===== src/rtl/regfile_sb_param_if.sv =====
// Register file bus: read ports, writeback, issue and PC update.
// Master is the core side; slave is the register file.
interface regfile_sb_param_if #(
  parameter int DATA_W = 32,
  parameter int ADDR_W = 4
);
  logic [ADDR_W-1:0] A1;
  logic [ADDR_W-1:0] A2;
  logic [DATA_W-1:0] RD1;
  logic [DATA_W-1:0] RD2;
  logic              BUSY1;
  logic              BUSY2;
  logic [ADDR_W-1:0] A3;
  logic [DATA_W-1:0] WD3;
  logic              WE3;
  logic              ISS_EN;
  logic [ADDR_W-1:0] ISS_ADDR;
  logic [DATA_W-1:0] PC_NEXT;
  logic              PC_WE;
  logic [DATA_W-1:0] PC;
  logic              PC_WRITTEN;
  logic              ANY_BUSY;

  modport master (
    output A1, A2, A3, WD3, WE3,
    output ISS_EN, ISS_ADDR,
    output PC_NEXT, PC_WE,
    input  RD1, RD2, BUSY1, BUSY2,
    input  PC, PC_WRITTEN, ANY_BUSY
  );

  modport slave (
    input  A1, A2, A3, WD3, WE3,
    input  ISS_EN, ISS_ADDR,
    input  PC_NEXT, PC_WE,
    output RD1, RD2, BUSY1, BUSY2,
    output PC, PC_WRITTEN, ANY_BUSY
  );
endinterface


===== src/rtl/regfile_sb_param.sv =====
// Register file with PC register and pending-write scoreboard.
// Define REGFILE_BYPASS_EN to forward same-cycle writeback to reads.
module regfile_sb_param #(
  parameter int              DATA_W         = 32,
  parameter int              ADDR_W         = 4,
  parameter int              PC_IDX         = 15,
  parameter logic [DATA_W-1:0] PC_READ_OFFSET = DATA_W'(8),
  parameter logic [DATA_W-1:0] RESET_PC       = '0
) (
  input logic               CLK,
  input logic               RST,
  regfile_sb_param_if.slave rf
);

  localparam int NREGS = 2 ** ADDR_W;
  localparam logic [ADDR_W-1:0] PC_A = ADDR_W'(PC_IDX);

  logic [DATA_W-1:0] regs_q [NREGS];
  logic [DATA_W-1:0] regs_d [NREGS];
  logic [NREGS-1:0]  pend_q;
  logic [NREGS-1:0]  pend_d;
  logic [DATA_W-1:0] pc_q;
  logic [DATA_W-1:0] pc_d;
  logic              pc_written_q;
  logic              pc_written_d;

  logic              wb_pc;
  logic [ADDR_W-1:0] ra   [2];
  logic [DATA_W-1:0] rd   [2];
  logic              bsy  [2];

  assign wb_pc = rf.WE3 && (rf.A3 == PC_A);

  // Writeback to PC beats a fetch PC update in the same cycle.
  always_comb begin
    regs_d       = regs_q;
    pend_d       = pend_q;
    pc_d         = pc_q;
    pc_written_d = 1'b0;
    if (rf.WE3 && !wb_pc) begin
      regs_d[rf.A3] = rf.WD3;
      pend_d[rf.A3] = 1'b0;
    end
    if (rf.ISS_EN && (rf.ISS_ADDR != PC_A)) begin
      pend_d[rf.ISS_ADDR] = 1'b1;
    end
    if (wb_pc) begin
      pc_d         = rf.WD3;
      pc_written_d = 1'b1;
    end else if (rf.PC_WE) begin
      pc_d = rf.PC_NEXT;
    end
  end

  always_ff @(posedge CLK or posedge RST) begin
    if (RST) begin
      for (int i = 0; i < NREGS; i++) begin
        regs_q[i] <= '0;
      end
      pend_q       <= '0;
      pc_q         <= RESET_PC;
      pc_written_q <= 1'b0;
    end else begin
      regs_q       <= regs_d;
      pend_q       <= pend_d;
      pc_q         <= pc_d;
      pc_written_q <= pc_written_d;
    end
  end

  assign ra[0] = rf.A1;
  assign ra[1] = rf.A2;

  always_comb begin
    for (int p = 0; p < 2; p++) begin
      rd[p]  = regs_q[ra[p]];
      bsy[p] = pend_q[ra[p]];
      if (ra[p] == PC_A) begin
        rd[p]  = pc_q + PC_READ_OFFSET;
        bsy[p] = 1'b0;
      end
`ifdef REGFILE_BYPASS_EN
      else if (rf.WE3 && (rf.A3 == ra[p])) begin
        rd[p]  = rf.WD3;
        bsy[p] = 1'b0;
      end
`endif
    end
  end

  assign rf.RD1        = rd[0];
  assign rf.RD2        = rd[1];
  assign rf.BUSY1      = bsy[0];
  assign rf.BUSY2      = bsy[1];
  assign rf.PC         = pc_q;
  assign rf.PC_WRITTEN = pc_written_q;
  assign rf.ANY_BUSY   = |pend_q;

endmodule


===== src/flat_wrapper.sv =====
// flat-port wrapper written by rule: the top's interface ports become plain ports
module regfile_sb_param_flat 
#(
  parameter int              DATA_W         = 32,
  parameter int              ADDR_W         = 4,
  parameter int              PC_IDX         = 15,
  parameter logic [DATA_W-1:0] PC_READ_OFFSET = DATA_W'(8),
  parameter logic [DATA_W-1:0] RESET_PC       = '0
)
  (CLK, RST, rf_A1, rf_A2, rf_A3, rf_WD3, rf_WE3, rf_ISS_EN, rf_ISS_ADDR, rf_PC_NEXT, rf_PC_WE, rf_RD1, rf_RD2, rf_BUSY1, rf_BUSY2, rf_PC, rf_PC_WRITTEN, rf_ANY_BUSY);
  regfile_sb_param_if #(.DATA_W(DATA_W), .ADDR_W(ADDR_W)) rf_i ();
  input logic CLK;
  input logic RST;
  input wire logic [$bits(rf_i.A1)-1:0] rf_A1;
  input wire logic [$bits(rf_i.A2)-1:0] rf_A2;
  input wire logic [$bits(rf_i.A3)-1:0] rf_A3;
  input wire logic [$bits(rf_i.WD3)-1:0] rf_WD3;
  input wire logic [$bits(rf_i.WE3)-1:0] rf_WE3;
  input wire logic [$bits(rf_i.ISS_EN)-1:0] rf_ISS_EN;
  input wire logic [$bits(rf_i.ISS_ADDR)-1:0] rf_ISS_ADDR;
  input wire logic [$bits(rf_i.PC_NEXT)-1:0] rf_PC_NEXT;
  input wire logic [$bits(rf_i.PC_WE)-1:0] rf_PC_WE;
  output wire logic [$bits(rf_i.RD1)-1:0] rf_RD1;
  output wire logic [$bits(rf_i.RD2)-1:0] rf_RD2;
  output wire logic [$bits(rf_i.BUSY1)-1:0] rf_BUSY1;
  output wire logic [$bits(rf_i.BUSY2)-1:0] rf_BUSY2;
  output wire logic [$bits(rf_i.PC)-1:0] rf_PC;
  output wire logic [$bits(rf_i.PC_WRITTEN)-1:0] rf_PC_WRITTEN;
  output wire logic [$bits(rf_i.ANY_BUSY)-1:0] rf_ANY_BUSY;
  assign rf_i.A1 = rf_A1;
  assign rf_i.A2 = rf_A2;
  assign rf_i.A3 = rf_A3;
  assign rf_i.WD3 = rf_WD3;
  assign rf_i.WE3 = rf_WE3;
  assign rf_i.ISS_EN = rf_ISS_EN;
  assign rf_i.ISS_ADDR = rf_ISS_ADDR;
  assign rf_i.PC_NEXT = rf_PC_NEXT;
  assign rf_i.PC_WE = rf_PC_WE;
  assign rf_RD1 = rf_i.RD1;
  assign rf_RD2 = rf_i.RD2;
  assign rf_BUSY1 = rf_i.BUSY1;
  assign rf_BUSY2 = rf_i.BUSY2;
  assign rf_PC = rf_i.PC;
  assign rf_PC_WRITTEN = rf_i.PC_WRITTEN;
  assign rf_ANY_BUSY = rf_i.ANY_BUSY;
  regfile_sb_param #(.DATA_W(DATA_W), .ADDR_W(ADDR_W), .PC_IDX(PC_IDX), .PC_READ_OFFSET(PC_READ_OFFSET), .RESET_PC(RESET_PC)) u_core (.CLK(CLK), .RST(RST), .rf(rf_i));
endmodule

===== config.mk =====
export PLATFORM = sky130hd
export DESIGN_NAME = regfile_sb_param_flat
export DESIGN_NICKNAME = d
export VERILOG_FILES = /design/src/rtl/regfile_sb_param_if.sv /design/src/rtl/regfile_sb_param.sv /design/src/flat_wrapper.sv
export SDC_FILE = /design/constraint.sdc
export NUM_CORES = 1
export LEC_CHECK = 0
export CAP_MARGIN = 25
export CORE_MARGIN = 2
export CORE_UTILIZATION = 40
export CTS_BUF_LIST = sky130_fd_sc_hd__clkbuf_4
export DETAILED_ROUTE_END_ITERATION = 16
export GPL_TIMING_DRIVEN = 0
export PLACE_DENSITY_LB_ADDON = 0.08
export REMOVE_ABC_BUFFERS = 1
export SLEW_MARGIN = 20
export SYNTH_ARGS = -nofsm -noshare
export SYNTH_HDL_FRONTEND = slang
export SYNTH_SLANG_ARGS = --single-unit

===== constraint.sdc =====
create_clock -name CLK -period 20.9 [get_ports CLK]
set_input_delay 4.18 -clock CLK [delete_from_list [all_inputs] [get_ports CLK]]
set_output_delay 4.18 -clock CLK [all_outputs]
set_load 0.03 [all_outputs]

==> results.json <==
{
  "synthXorXnorAreaFrac": 0.00813,
  "cts_max_level": 4,
  "yosysSeqAreaShare": 0.464,
  "maxCapViolations": 0,
  "grt_max_degree": 96,
  "syn_inst": 2106,
  "die_area_um2": 74800,
  "mostFrequentLayoutCells": "539 x dfrtp_1, 532 x mux2_2, 222 x clkbuf_4",
  "tightest_slew_ns": 0.993,
  "internal_power_w": 0.00225,
  "cp_slowest_cell": "clkdlybuf4s50_1",
  "cts-root-buf": "clkbuf_4",
  "hold_buffers": 0,
  "finalNetCount": 2375,
  "multi_input_area_um2": 14700,
  "hpwl_um": 60900,
  "hold_viol_final": 0,
  "yosys.cell_types.count": 59,
  "comb_power_share": 0.260,
  "yosysWarnings": 0,
  "worst-path-max-fanout": 35,
  "synth_top_family_by_area": "multiplexers",
  "dp_cells": 3079,
  "vdd_drop_max_v": 0.0000378,
  "ios": 185,
  "port_buffers": 184,
  "finalCritPeriodShare": 0.589,
  "clockBufferDepth": 3,
  "via_per_inst": 6.10,
  "design_area_um2": 34300,
  "seqPwrFrac": 0.447,
  "synth_compound_area_frac": 0.0647,
  "crit_top_cell": "buf_16",
  "finish.cell_count_without_fillers": 3333,
  "dr_total_vias": 20334,
  "gp_congestion": 0.781,
  "avgRoutedWirePerCell_um": 29.3,
  "path_cells": "buf_4 -> buf_16 -> nand2_1 -> nor2_4 -> buf_16 -> buf_16 -> nor3_1 -> or3_1 -> a21oi_1 -> clkdlybuf4s50_1",
  "worstPathRequired_ns": 16.72,
  "period_minus_slack_ns": 12.31,
  "setup_viol": 0,
  "path_clk_slew_ns": 0.06,
  "rows": 98,
  "yosys.area_share.simple": 0.0401,
  "holdPathStages": 0,
  "status": "completed",
  "tritoncts": "built",
  "setup_tns_ns": 0,
  "r2r_cells": 2,
  "startpoint_type": "input port",
  "final_layout_size_suffix_gt1_frac": 0.445,
  "cts_resized": 0,
  "fin_ws_ns": 8.59,
  "grt-ovfl-total": 0,
  "die_w_um": 274,
  "cts.sink_count": 539,
  "grtUsageTotal": 0.263,
  "die_y_um": 274,
  "cpPeakStageDelay_ns": 0.75,
  "wl_um": 97700,
  "syn_area_per_cell_um2": 13.8,
  "cts_buffers": 157,
  "finalMaxSlewViolations": 0,
  "postPlaceCellArea_um2": 32500,
  "switching_share": 0.307,
  "critPathArrivalTime_ns": 8.13,
  "clkPwrFrac": 0.293,
  "first_global_vias": 21459,
  "initial_core_util": 0.405,
  "antenna_found_initial": 4,
  "worstSetupEndpointType": "output pin",
  "synthAdderAreaFrac": 0.000430,
  "hp-class": "register to register",
  "grt_pass1_wl_um": 144000,
  "core_area_um2": 71700,
  "fin_skew_ns": 0,
  "fmax_mhz": 81.2,
  "cts_setup_buffers": 0,
  "rsz0062_at_grt": "false",
  "final_common_cell": "dfrtp_1",
  "ys_seq_elements": 539,
  "p_leak_nw": 14.0,
  "drtPass1Iterations": 5,
  "async_reset_ff_frac": 1.00,
  "drt_iter0_drc": 1775,
  "ys.flop_type": "dfrtp_1",
  "path_class": "input port to output pin",
  "synth_edf_count": 0,
  "syn_area_um2": 29100,
  "n_fill_cell": 6365,
  "seqCellArea_um2": 13500,
  "worstSkewPairLatency_ns": 0.94,
  "syn2layout_area_growth_pct": 18.1,
  "relSlewSlack": 0.338,
  "dp_slack_ns": 8.66,
  "final_antenna_net_count": 0,
  "switchingPower_w": 0.000999,
  "yosys-mux-area-fraction": 0.386,
  "p_per_area_nw_per_um2": 94.7,
  "drc": 0
}
[cell type report]
class / instances / area share
Antenna cell: 1 / 0.0000729
Sequential cell: 539 / 0.393
Clock inverter: 30 / 0.00412
Multi-Input combinational cell: 1345 / 0.427
Tap cell: 950 / 0.0346
Clock buffer: 222 / 0.0486
Timing Repair Buffer: 235 / 0.0909
Inverter: 11 / 0.00142
[synth_stat cells (11+ instances only)]
| cell | count | share of area |
|---|---|---|
| nand2_1 | 92 | 0.012 |
| mux2i_1 | 69 | 0.024 |
| nor2_1 | 31 | 0.0040 |
| nand2b_1 | 18 | 0.0039 |
| o21ai_0 | 93 | 0.016 |
| nor2b_1 | 14 | 0.0030 |
| nand3_1 | 31 | 0.0053 |
| xor2_1 | 19 | 0.0057 |
| a211oi_1 | 15 | 0.0039 |
| mux2_2 | 532 | 0.21 |
| o221ai_1 | 13 | 0.0039 |
| o22ai_1 | 78 | 0.017 |
| clkbuf_1 | 84 | 0.011 |
| a221oi_1 | 25 | 0.0075 |
| mux4_2 | 202 | 0.16 |
| buf_2 | 97 | 0.017 |
| inv_1 | 11 | 0.0014 |
| dfrtp_1 | 539 | 0.46 |
| buf_4 | 19 | 0.0049 |
| a22oi_1 | 11 | 0.0028 |
[cell families (layout without fill, tap and decap cells)]
| logic type | after synthesis | in the layout |
|---|---|---|
| other | 0 | 1 |
| xor gates and xnor gates | 27 | 27 |
| buffers and inverters | 222 | 498 |
| adders and majority gates | 1 | 1 |
| and+or+nand+nor | 230 | 230 |
| DFF | 539 | 539 |
| muxes | 803 | 803 |
| AOI/OAI and AO/OA | 284 | 284 |
[worst paths after layout]
path | from | to | slack (ns)
worst max-delay path | rf_A2[2] | rf_RD2[22] | 8.59
worst min register to register | u_core.regs_q[17]$_DFFE_PP0P_ | u_core.regs_q[17]$_DFFE_PP0P_ | 0.37
worst max register to register | u_core.rf.PC[23]$_DFFE_PP0P_ | u_core.rf.PC[23]$_DFFE_PP0P_ | 19.90
worst min-delay path | u_core.regs_q[17]$_DFFE_PP0P_ | u_core.regs_q[17]$_DFFE_PP0P_ | 0.37
min in group asynchronous | RST | u_core.regs_q[449]$_DFFE_PP0P_ | 3.62
max in group asynchronous | RST | u_core.regs_q[53]$_DFFE_PP0P_ | 15.64
[worst max-delay path, delay by kind of cell]
kind / cells / cell delay [ns]
simple gates: 4 / 1.68
compound gates: 1 / 0.35
buf+inv: 5 / 1.77
[stage by stage]
step | hold slack, ns | power [W] | util
after floorplan | 0.349 | 0.00200 | -
after global placement | 0.361 | 0.00231 | 0.433
after detailed placement | 0.362 | 0.00231 | 0.453
after CTS | 0.377 | 0.00328 | 0.478
after global routing | 0.384 | 0.00343 | 0.478
final | 0.373 | 0.00325 | 0.478
[power groups by stage]
stage          clock, W  combinational, W  sequential [W]
6_report       0.000952          0.000847         0.00145
5_1_grt         0.00104          0.000902         0.00148
4_1_cts        0.000986          0.000852         0.00145
3_5_place_dp          0          0.000848         0.00146
3_3_place_gp          0          0.000862         0.00145
2_1_floorplan         0          0.000574         0.00142
[registers in the layout, indices dropped and copies added, names as in the netlist]
signal	flops
u_core.regs_q	490
u_core.rf.PC_WRITTEN	1
u_core.pend_q	16
u_core.rf.PC	32
[metal layers]
layer	wire, um	global-route usage	up-vias
met4	2310	0.0846	6
met1	42000	0.350	10899
met2	47700	0.433	715
li1	-	-	8535
met5	46	0	-
met3	5540	0.0545	179
(Power assumes the default switching activity.)
